==> config.mk <==
export PLATFORM = sky130hd
export DESIGN_NAME = sha_pad
export DESIGN_NICKNAME = d
export VERILOG_FILES = /design/src/rtl/sha_pad_pkg.sv /design/src/rtl/sha_pad_tail.sv /design/src/rtl/sha_pad.sv
export SDC_FILE = /design/constraint.sdc
export NUM_CORES = 2
export LEC_CHECK = 0
export ABC_AREA = 1
export BUFFER_PORTS_ARGS = -buffer_cell sky130_fd_sc_hd__clkbuf_2
export CAP_MARGIN = 20
export CORE_MARGIN = 3
export CORE_UTILIZATION = 39
export DETAILED_ROUTE_END_ITERATION = 7
export GPL_ROUTABILITY_DRIVEN = 0
export SYNTH_ARGS = -nofsm -noshare
export SYNTH_HDL_FRONTEND = slang
export SYNTH_SLANG_ARGS = --single-unit
==> constraint.sdc <==
create_clock -name clk -period 4 [get_ports clk]
set_clock_uncertainty 0.2 [all_clocks]
set_input_delay 0.4 -clock clk [delete_from_list [all_inputs] [get_ports clk]]
set_output_delay 0.4 -clock clk [all_outputs]
set_load 0.02 [all_outputs]
==> src/rtl/sha_pad_pkg.sv <==
// sha_pad_pkg: SHA variant block/length widths, padder FSM states and stream record types
package sha_pad_pkg;
    localparam int SHA1_BLOCK_BITS   = 512;
    localparam int SHA1_LEN_BITS     = 64;
    localparam int SHA256_BLOCK_BITS = 512;
    localparam int SHA256_LEN_BITS   = 64;
    localparam int SHA384_BLOCK_BITS = 1024;
    localparam int SHA384_LEN_BITS   = 128;
    localparam int SHA512_BLOCK_BITS = 1024;
    localparam int SHA512_LEN_BITS   = 128;
    typedef enum logic [1:0] {FILL, EMIT, FINAL} pad_state_t;
    typedef struct packed {
        logic [31:0] data;
        logic [2:0]  nbytes;
        logic        last;
        logic        valid;
    } sha_pad_in_type;
    typedef struct packed {
        logic [SHA256_BLOCK_BITS-1:0] block;
        logic                         first;
        logic                         last;
        logic                         valid;
    } sha_pad_out_type;
endpackage

==> src/rtl/sha_pad_tail.sv <==
// sha_pad_tail: combinational builder of a padded block from buffer, end pointer p and bit length
// Ports: blk_in buffered message bytes; p first byte after the message; len bit length;
//        extra selects the all-zero trailing block (byte 0 = 0x80 when set_80);
//        blk_out padded block; fits is high when the length field fits after the 0x80 terminator.
module sha_pad_tail
    import sha_pad_pkg::*;
#(
    parameter int BLOCK_BITS = 512,
    parameter int LEN_BITS   = 64,
    parameter int PW         = 8
) (
    input  logic [BLOCK_BITS-1:0] blk_in,
    input  logic [PW-1:0]         p,
    input  logic [LEN_BITS-1:0]   len,
    input  logic                  extra,
    input  logic                  set_80,
    output logic [BLOCK_BITS-1:0] blk_out,
    output logic                  fits
);
    localparam int BB = BLOCK_BITS / 8;
    localparam int LB = LEN_BITS / 8;
    logic [BLOCK_BITS-1:0] pad;
    for (genvar j = 0; j < BB; j++) begin : g_byte
        assign pad[BLOCK_BITS-1-8*j -: 8] = extra ? 8'h00 :
                                            j < int'(p) ? blk_in[BLOCK_BITS-1-8*j -: 8] :
                                            j == int'(p) ? 8'h80 : 8'h00;
    end
    always_comb begin
        fits = int'(p) <= BB - LB - 1;
        blk_out = pad;
        if (extra && set_80) blk_out[BLOCK_BITS-1 -: 8] = 8'h80;
        if (extra || fits) blk_out[LEN_BITS-1:0] = len;
    end
endmodule

==> src/rtl/sha_pad.sv <==
// sha_pad: SHA message padder, valid/ready byte beats in, padded BLOCK_BITS blocks out
// Ports: clk, rst (synchronous, active-high);
//        in_valid/in_ready/in_data/in_nbytes/in_last: message beats, byte 0 in MSBs;
//        out_valid/out_ready/out_block/out_first/out_last: padded blocks, held until accepted;
//        err: sticky beat-size / length-wrap error, present only when SHA_PAD_ERR_EN is defined.
module sha_pad
    import sha_pad_pkg::*;
#(
    parameter int BLOCK_BITS = 512,
    parameter int LEN_BITS   = 64,
    parameter int IN_BYTES   = 4
) (
    input  logic                        clk,
    input  logic                        rst,
    input  logic                        in_valid,
    output logic                        in_ready,
    input  logic [8*IN_BYTES-1:0]       in_data,
    input  logic [$clog2(IN_BYTES):0]   in_nbytes,
    input  logic                        in_last,
    output logic                        out_valid,
    input  logic                        out_ready,
    output logic [BLOCK_BITS-1:0]       out_block,
    output logic                        out_first,
    output logic                        out_last
`ifdef SHA_PAD_ERR_EN
    ,
    output logic                        err
`endif
);
    localparam int BB = BLOCK_BITS / 8;
    localparam int PW = $clog2(BB) + 2;
    pad_state_t state, ret;
    logic [BLOCK_BITS-1:0] blk_q, wbuf, tail;
    logic [PW-1:0] ptr, np;
    logic [LEN_BITS-1:0] len, nl;
    logic first_pend, extra_80, fits, fire;
    assign in_ready  = state == FILL;
    assign out_valid = state == EMIT;
    assign out_block = out_valid ? blk_q : '0;
    assign fire      = in_valid && in_ready;
    assign np        = ptr + PW'(in_nbytes);
    assign nl        = len + LEN_BITS'({in_nbytes, 3'b000});
    // Beats arrive whole until the last one, so ptr is always beat-aligned when a beat lands.
    for (genvar s = 0; s < BB / IN_BYTES; s++) begin : g_slot
        for (genvar k = 0; k < IN_BYTES; k++) begin : g_lane
            assign wbuf[BLOCK_BITS-1-8*(s*IN_BYTES+k) -: 8] =
                (int'(ptr) == s * IN_BYTES && k < int'(in_nbytes)) ?
                in_data[8*IN_BYTES-1-8*k -: 8] : blk_q[BLOCK_BITS-1-8*(s*IN_BYTES+k) -: 8];
        end
    end
    sha_pad_tail #(.BLOCK_BITS(BLOCK_BITS), .LEN_BITS(LEN_BITS), .PW(PW)) u_tail (
        .blk_in  (wbuf),
        .p       (np),
        .len     (state == FINAL ? len : nl),
        .extra   (state == FINAL),
        .set_80  (extra_80),
        .blk_out (tail),
        .fits    (fits)
    );
    always_ff @(posedge clk) begin
        if (rst) begin
            state      <= FILL;
            ret        <= FILL;
            blk_q      <= '0;
            ptr        <= '0;
            len        <= '0;
            first_pend <= 1'b1;
            extra_80   <= 1'b0;
            out_first  <= 1'b0;
            out_last   <= 1'b0;
        end else begin
            case (state)
                FILL: if (fire) begin
                    len <= nl;
                    ptr <= np;
                    ret <= FILL;
                    if (in_last) begin
                        blk_q     <= tail;
                        state     <= EMIT;
                        out_first <= first_pend;
                        out_last  <= fits;
                        ret       <= fits ? FILL : FINAL;
                        extra_80  <= int'(np) == BB;
                    end else begin
                        blk_q <= wbuf;
                        if (int'(np) >= BB) begin
                            state     <= EMIT;
                            out_first <= first_pend;
                            out_last  <= 1'b0;
                        end
                    end
                end
                FINAL: begin
                    blk_q     <= tail;
                    state     <= EMIT;
                    out_first <= first_pend;
                    out_last  <= 1'b1;
                    ret       <= FILL;
                end
                EMIT: if (out_ready) begin
                    ptr        <= '0;
                    state      <= ret;
                    first_pend <= out_last;
                    out_first  <= 1'b0;
                    out_last   <= 1'b0;
                    if (out_last) len <= '0;
                end
                default: state <= FILL;
            endcase
        end
    end
`ifdef SHA_PAD_ERR_EN
    // nl < len only happens when the bit counter wrapped past 2^LEN_BITS.
    always_ff @(posedge clk) begin
        if (rst) err <= 1'b0;
        else if (fire && ((!in_last && int'(in_nbytes) != IN_BYTES) ||
                          int'(in_nbytes) > IN_BYTES || nl < len)) err <= 1'b1;
    end
`endif
endmodule
## Word-level counts from Yosys, hierarchy flattened

Index checks and enable logic that the tools add are counted.

- Register bits: 592
- Bits of input ports: 40
- Logic and storage cells: 534

- $add $sub $neg: 2
- Order comparisons: 70
- Equality and inequality tests: 85
- Multiplexer cells: 288
- Reduce and logical (&&, ||, !) cells: 80

Operators with widths:

| operator | count |
|---|---|
| 8-bit 2-to-1 mux | 259 |
| 512-bit 2-to-1 mux | 3 |
| 512-bit one-hot mux with 2 select lines | 1 |
| 64-bit 2-to-1 mux | 5 |
| 7-bit by 8-bit equality test with 1-bit output (first input constant) | 32 |
| 6-bit by 8-bit less-than comparator with 1-bit output (first input constant) | 32 |
| 6-bit by 8-bit equality test with 1-bit output (first input constant) | 16 |
| 5-bit by 8-bit less-than comparator with 1-bit output (first input constant) | 16 |
| 64-bit one-hot mux with 2 select lines | 1 |
| 1-bit logical AND | 66 |
| 64-bit by 6-bit adder with 64-bit output | 1 |
| 5-bit by 8-bit equality test with 1-bit output (first input constant) | 8 |
| 8-bit by 7-bit equality test with 1-bit output (second input constant) | 8 |
| 4-bit by 8-bit less-than comparator with 1-bit output (first input constant) | 8 |
| 4-bit by 8-bit equality test with 1-bit output (first input constant) | 4 |
| 8-bit by 6-bit equality test with 1-bit output (second input constant) | 4 |
| 3-bit by 8-bit less-than comparator with 1-bit output (first input constant) | 4 |
| 3-bit by 8-bit equality test with 1-bit output (first input constant) | 2 |
| 8-bit by 5-bit equality test with 1-bit output (second input constant) | 2 |
| 8-bit logical NOT | 2 |
| 1-bit by 8-bit less-than comparator with 1-bit output (first input constant) | 2 |
| 2-bit by 8-bit less-than comparator with 1-bit output (first input constant) | 2 |
| 8-bit one-hot mux with 2 select lines | 1 |
| 2-bit 2-to-1 mux | 7 |
| other kinds (23) | 39 |

## Logic depth before layout (Yosys ltp)

- Depth in word-level cells: 9
- Depth in mapped cells: 17

## Modules after synthesis

From an unflattened synthesis, not the netlist that was laid out.

- Cell total of the unflattened synthesis: 7607
- Area total of the unflattened synthesis: 42717.2 µm²

Modules (own cells, without submodules):

| module | times used | cells each | area an instance (µm²) | seq. area each (µm²) |
|---|---|---|---|---|
| sha_pad | 1 | 6235 | 37050.5 | 11771.3 |
| sha_pad_tail | 1 | 1372 | 5666.7 | 0.0 |

## Worst setup path after synthesis

OpenSTA, ideal clock, no wires.

- Path kind: input to register
- Start: input port in_nbytes[0]
- End: register blk_q[136]
- Setup time: 0.070 ns
- Arrival: 2.565 ns
- Data required time: 3.730 ns
- Path slack: 1.165 ns
- Stages: 11
- Buffers on the path: 1
- Cell sequence: ha_1 fa_1 clkbuf_1 nand2_1 nor2_1 nand2_1 inv_1 o21ai_1 a21oi_1 nand2_1 a21oi_1

- Cells in the longest elaborated chain, start to end: 8
- Elaborated cells on any way between the ends: 10

RTL lines:

| element | RTL line | text |
|---|---|---|
| start, declared | sha_pad.sv:18 | `input logic [$clog2(IN_BYTES):0] in_nbytes,` |
| branches (longest 7 deep; another with 8-bit by 3-bit adder with 8-bit output) | - |  |
| 512-bit one-hot mux with 2 select lines * | sha_pad.sv:72 | `case (state)` |
| end signal, assigned | sha_pad.sv:78 | `blk_q <= tail;` |
| end signal, assigned | sha_pad.sv:85 | `blk_q <= wbuf;` |
| end signal, assigned | sha_pad.sv:94 | `blk_q <= tail;` |
| end, declared | sha_pad.sv:33 | `logic [BLOCK_BITS-1:0] blk_q, wbuf, tail;` |

Every way passes the cells marked *. The select of a mux whose other input is x is not followed.
A chain may end at the register's enable or synchronous reset.

## Worst setup path in the final report

- Start: register ptr[2]
- End: register blk_q[243]

- Cells in the longest elaborated chain, start to end: 8
- Elaborated cells on any way between the ends: 10

RTL lines:

| element | RTL line | text |
|---|---|---|
| start, declared | sha_pad.sv:34 | `logic [PW-1:0] ptr, np;` |
| start signal, assigned | sha_pad.sv:75 | `ptr <= np;` |
| branches (longest 7 deep; another with 8-bit by 3-bit adder with 8-bit output) | - |  |
| 512-bit one-hot mux with 2 select lines * | sha_pad.sv:72 |  |

Marked as above.

==> metrics.log <==
[metrics] H-tree Lvls: 3
[metrics] number of instances in the synthesized netlist: 6063
[metrics] post-CTS setup buffer count: 0
[metrics] headroom to the max-slew limit: 0.204
[metrics] nets in the synthesized netlist: 6116
[metrics] biggest fanout along the worst timing path: 8
[metrics] slew at the pin with the worst max-slew slack: 1190 ps
[metrics] number of search-and-repair iterations in the first detailed-routing pass: 8
[metrics] critical path data required time: ~4300 ps
[metrics] Root Buffer Master: sky130_fd_sc_hd__clkbuf_16
[metrics] overall track demand over capacity in global routing: 0.330
[metrics] most frequent cells in the layout: sky130_fd_sc_hd__nand2_1, sky130_fd_sc_hd__inv_1, sky130_fd_sc_hd__a21oi_1, sky130_fd_sc_hd__dfxtp_1, sky130_fd_sc_hd__clkbuf_2
[metrics] syn_area_per_cell: 5.89 um2
[metrics] CTS max path bufs: 3
[metrics] max-slew violation total from the final report: 0
[metrics] number of buffers created by CTS: 71
[metrics] vias per std cell: between 5 and 6
[metrics] Layout Area Growth over Synthesis: 17.1%
[metrics] clk slew on worst S/H paths: 60 ps
[metrics] status: finished clean
[metrics] post-layout net count: 6481
[metrics] antenna viol nets, final: 0
[metrics] vertical die dimension: 309 um
[metrics] PD cells: 535 mW/mm2
[metrics] path type of the worst min-delay path: input port to flop
[metrics] detailed placement HPWL: 116000 um
[metrics] total of hold buffers inserted after clock tree synthesis: 2
[metrics] detailed-route wire length per cell: between 20 and 25 um
[metrics] fill cell instance count of the final layout: 9874
[metrics] maximum number of pins on one net before global-route repair: 211
[metrics] final hold viol count: 0
[metrics] proportion of synthesized chip area in sequential cells: 0.330
[metrics] total setup violations reported at the end of the flow: 0
[metrics] Initial Utilization: 0.395
[metrics] Synth Register Bits: 588
[metrics] TritonCTS clock tree: done
[metrics] Total Routed Length: about 170000 um
[metrics] top cells by area in the synthesized netlist: sky130_fd_sc_hd__dfxtp_1, sky130_fd_sc_hd__nand2_1, sky130_fd_sc_hd__a21oi_1, sky130_fd_sc_hd__inv_1, sky130_fd_sc_hd__o21ai_0
[metrics] unrepaired setup endpoints after global routing: false
[metrics] post-synthesis cell area: around 0.036 mm2
[metrics] register-to-register setup slack: 450 ps
[metrics] iteration-0 DRC count of the detailed router: 5363
[metrics] maximum vdd drop: 0.00109 V
[metrics] IO Port Bufs: about 560
[metrics] dominant register cell in the synthesized netlist: sky130_fd_sc_hd__dfxtp_1
[metrics] number of distinct library cells after synthesis: 50
[metrics] fraction of the cycle the final worst path needs: 0.888
[metrics] drt drc: 0
[metrics] type of element capturing the critical path: flop
[metrics] Leakage: 20.0 nW
[metrics] cell type with the largest total area after synthesis: sky130_fd_sc_hd__dfxtp_1
[metrics] Worst Setup Start Kind: flop
[metrics] Sink Count: 588
[metrics] sum of negative setup slack: 0 ps
[metrics] post-CTS resize count: 0
[metrics] crit path time final: 3550 ps
[metrics] fin util: 0.462
[metrics] total gr overflow: 0
[metrics] FP Rows: 110
[metrics] number of synthesized flops with an enable pin: 0
[metrics] first-pass GRT wire length: 240000 um
[metrics] die span in x: 309 um
[metrics] die area: 0.0952 mm2
[metrics] critical path data arrival time: 3820 ps
[metrics] path type of the worst setup path: flop to flop
[metrics] fraction of layout instances using a drive strength above 1: 0.136
[metrics] core region area: around 0.090 mm2
[metrics] top achievable clock speed: 0.281 GHz
[metrics] clock latency on the worst-skew pair: 630 ps
[metrics] asr flop ratio synth: 0
[metrics] MaxCap Viol Count: 0
[metrics] overall via count from detail_route: roughly 42000
[metrics] most common cell after layout, fill and taps aside: sky130_fd_sc_hd__nand2_1
[metrics] number of antenna violations at the first check in global routing: 16
[metrics] portion of synthesized cell area occupied by the leading cell type: 0.330
[metrics] number of I/O pins: 556
[metrics] vias in the first global route: 37100
[metrics] Synth Warn #: 0
[path summary, 6_finish.rpt]
| kind | cells after the start | startpoint | end |
|---|---|---|---|
| max | 14 | ptr[2] | blk_q[243] |
| min | 2 | rst | len[17] |
| max reg2reg | 14 | ptr[2] | blk_q[243] |
| min reg2reg | 2 | first_pend | first_pend |
[sequential cells by signal (all words and copies together) (netlist names)]
register and flops:
out_last 1, out_first 1, len 61, blk_q 512
state 2, ret 1, ptr 8, first_pend 1
extra_80 1
[critical path: stages, from the launching register on]
cell,delay (ps)
sky130_fd_sc_hd__dfxtp_1,450
sky130_fd_sc_hd__ha_1,350
sky130_fd_sc_hd__nand2_1,130
sky130_fd_sc_hd__nand2_1,80
sky130_fd_sc_hd__inv_1,70
sky130_fd_sc_hd__nand3_1,90
sky130_fd_sc_hd__nand2_1,200
sky130_fd_sc_hd__buf_4,240
sky130_fd_sc_hd__nand2_4,130
sky130_fd_sc_hd__nor2_1,580
sky130_fd_sc_hd__nand2_1,220
sky130_fd_sc_hd__nand2_1,150
sky130_fd_sc_hd__nand2_1,260
sky130_fd_sc_hd__nand3_1,170
sky130_fd_sc_hd__a21oi_1,70
[metal layers]
layer,up-vias,track usage,part of all wire
li1,19900,-,-
met1,19600,0.452,0.42
met2,2254,0.500,0.43
met3,375,0.0557,0.099
met4,8,0.167,0.054
met5,-,0,0.00031
[layout make-up]
class                           instances  area [um2]  share of cell area
Clock buffer                          101        2070              0.0496
Inverter                              734        2760              0.0661
Multi-Input combinational cell       4362       19700               0.471
Tap cell                             1176        1470              0.0352
Clock inverter                         22         259             0.00619
Sequential cell                       588       11800               0.282
Timing Repair Buffer                  671        3780              0.0904
Antenna cell                            4        10.0            0.000239
[report_power, final]
group | switching [mW] | total (mW) | internal (mW) | leakage [nW]
registers | 0.520 | 6.99 | 6.47 | 4.76
logic | 6.77 | 8.69 | 1.92 | 14.1
clock network | 2.76 | 6.69 | 3.93 | 1.15
[synthesized netlist by cell type (10+ instances only)]
master                      number
sky130_fd_sc_hd__buf_1          19
sky130_fd_sc_hd__a21oi_1       672
sky130_fd_sc_hd__o21ai_0       538
sky130_fd_sc_hd__buf_2          37
sky130_fd_sc_hd__o21ai_1        12
sky130_fd_sc_hd__o2111ai_1      29
sky130_fd_sc_hd__inv_1         725
sky130_fd_sc_hd__o21a_1         10
sky130_fd_sc_hd__nor3_1         28
sky130_fd_sc_hd__nand4_1        39
sky130_fd_sc_hd__dfxtp_1       588
sky130_fd_sc_hd__xor2_1         35
sky130_fd_sc_hd__nor2_1        215
sky130_fd_sc_hd__or2_2          27
sky130_fd_sc_hd__nor2_4         11
sky130_fd_sc_hd__clkbuf_1      313
sky130_fd_sc_hd__o211ai_1       64
sky130_fd_sc_hd__nand3_1       241
sky130_fd_sc_hd__ha_1           11
sky130_fd_sc_hd__nand2_1      2332
[cells by family (layout without fill, tap and decap cells)]
family          Yosys count  count (layout)  synth area share
simple gates           2932            2932             0.329
compound gates         1374            1374             0.206
xor+xnor                 43              43            0.0105
flops                   588             588             0.330
buf+inv                1113            1528             0.120
fa+ha+maj                13              13           0.00498
other cells               0               4                 0
[through the flow]
step | power (mW) | hold slack, ps | area, um2 | instances | worst slack (ps)
2_1_floorplan | 12.6 | 230 | 35700 | 6063 | 1170
3_3_place_gp | 15.5 | 255 | 39500 | 7529 | 349
3_5_place_dp | 15.6 | 258 | 39500 | 7529 | 308
4_1_cts | 22.2 | 5.79 | 41800 | 7654 | 573
5_1_grt | 23.4 | 30.2 | 41800 | 7655 | 275
6_report | 22.4 | 39.0 | 41800 | 7658 | 447
Power figures use the tool's default switching activity.
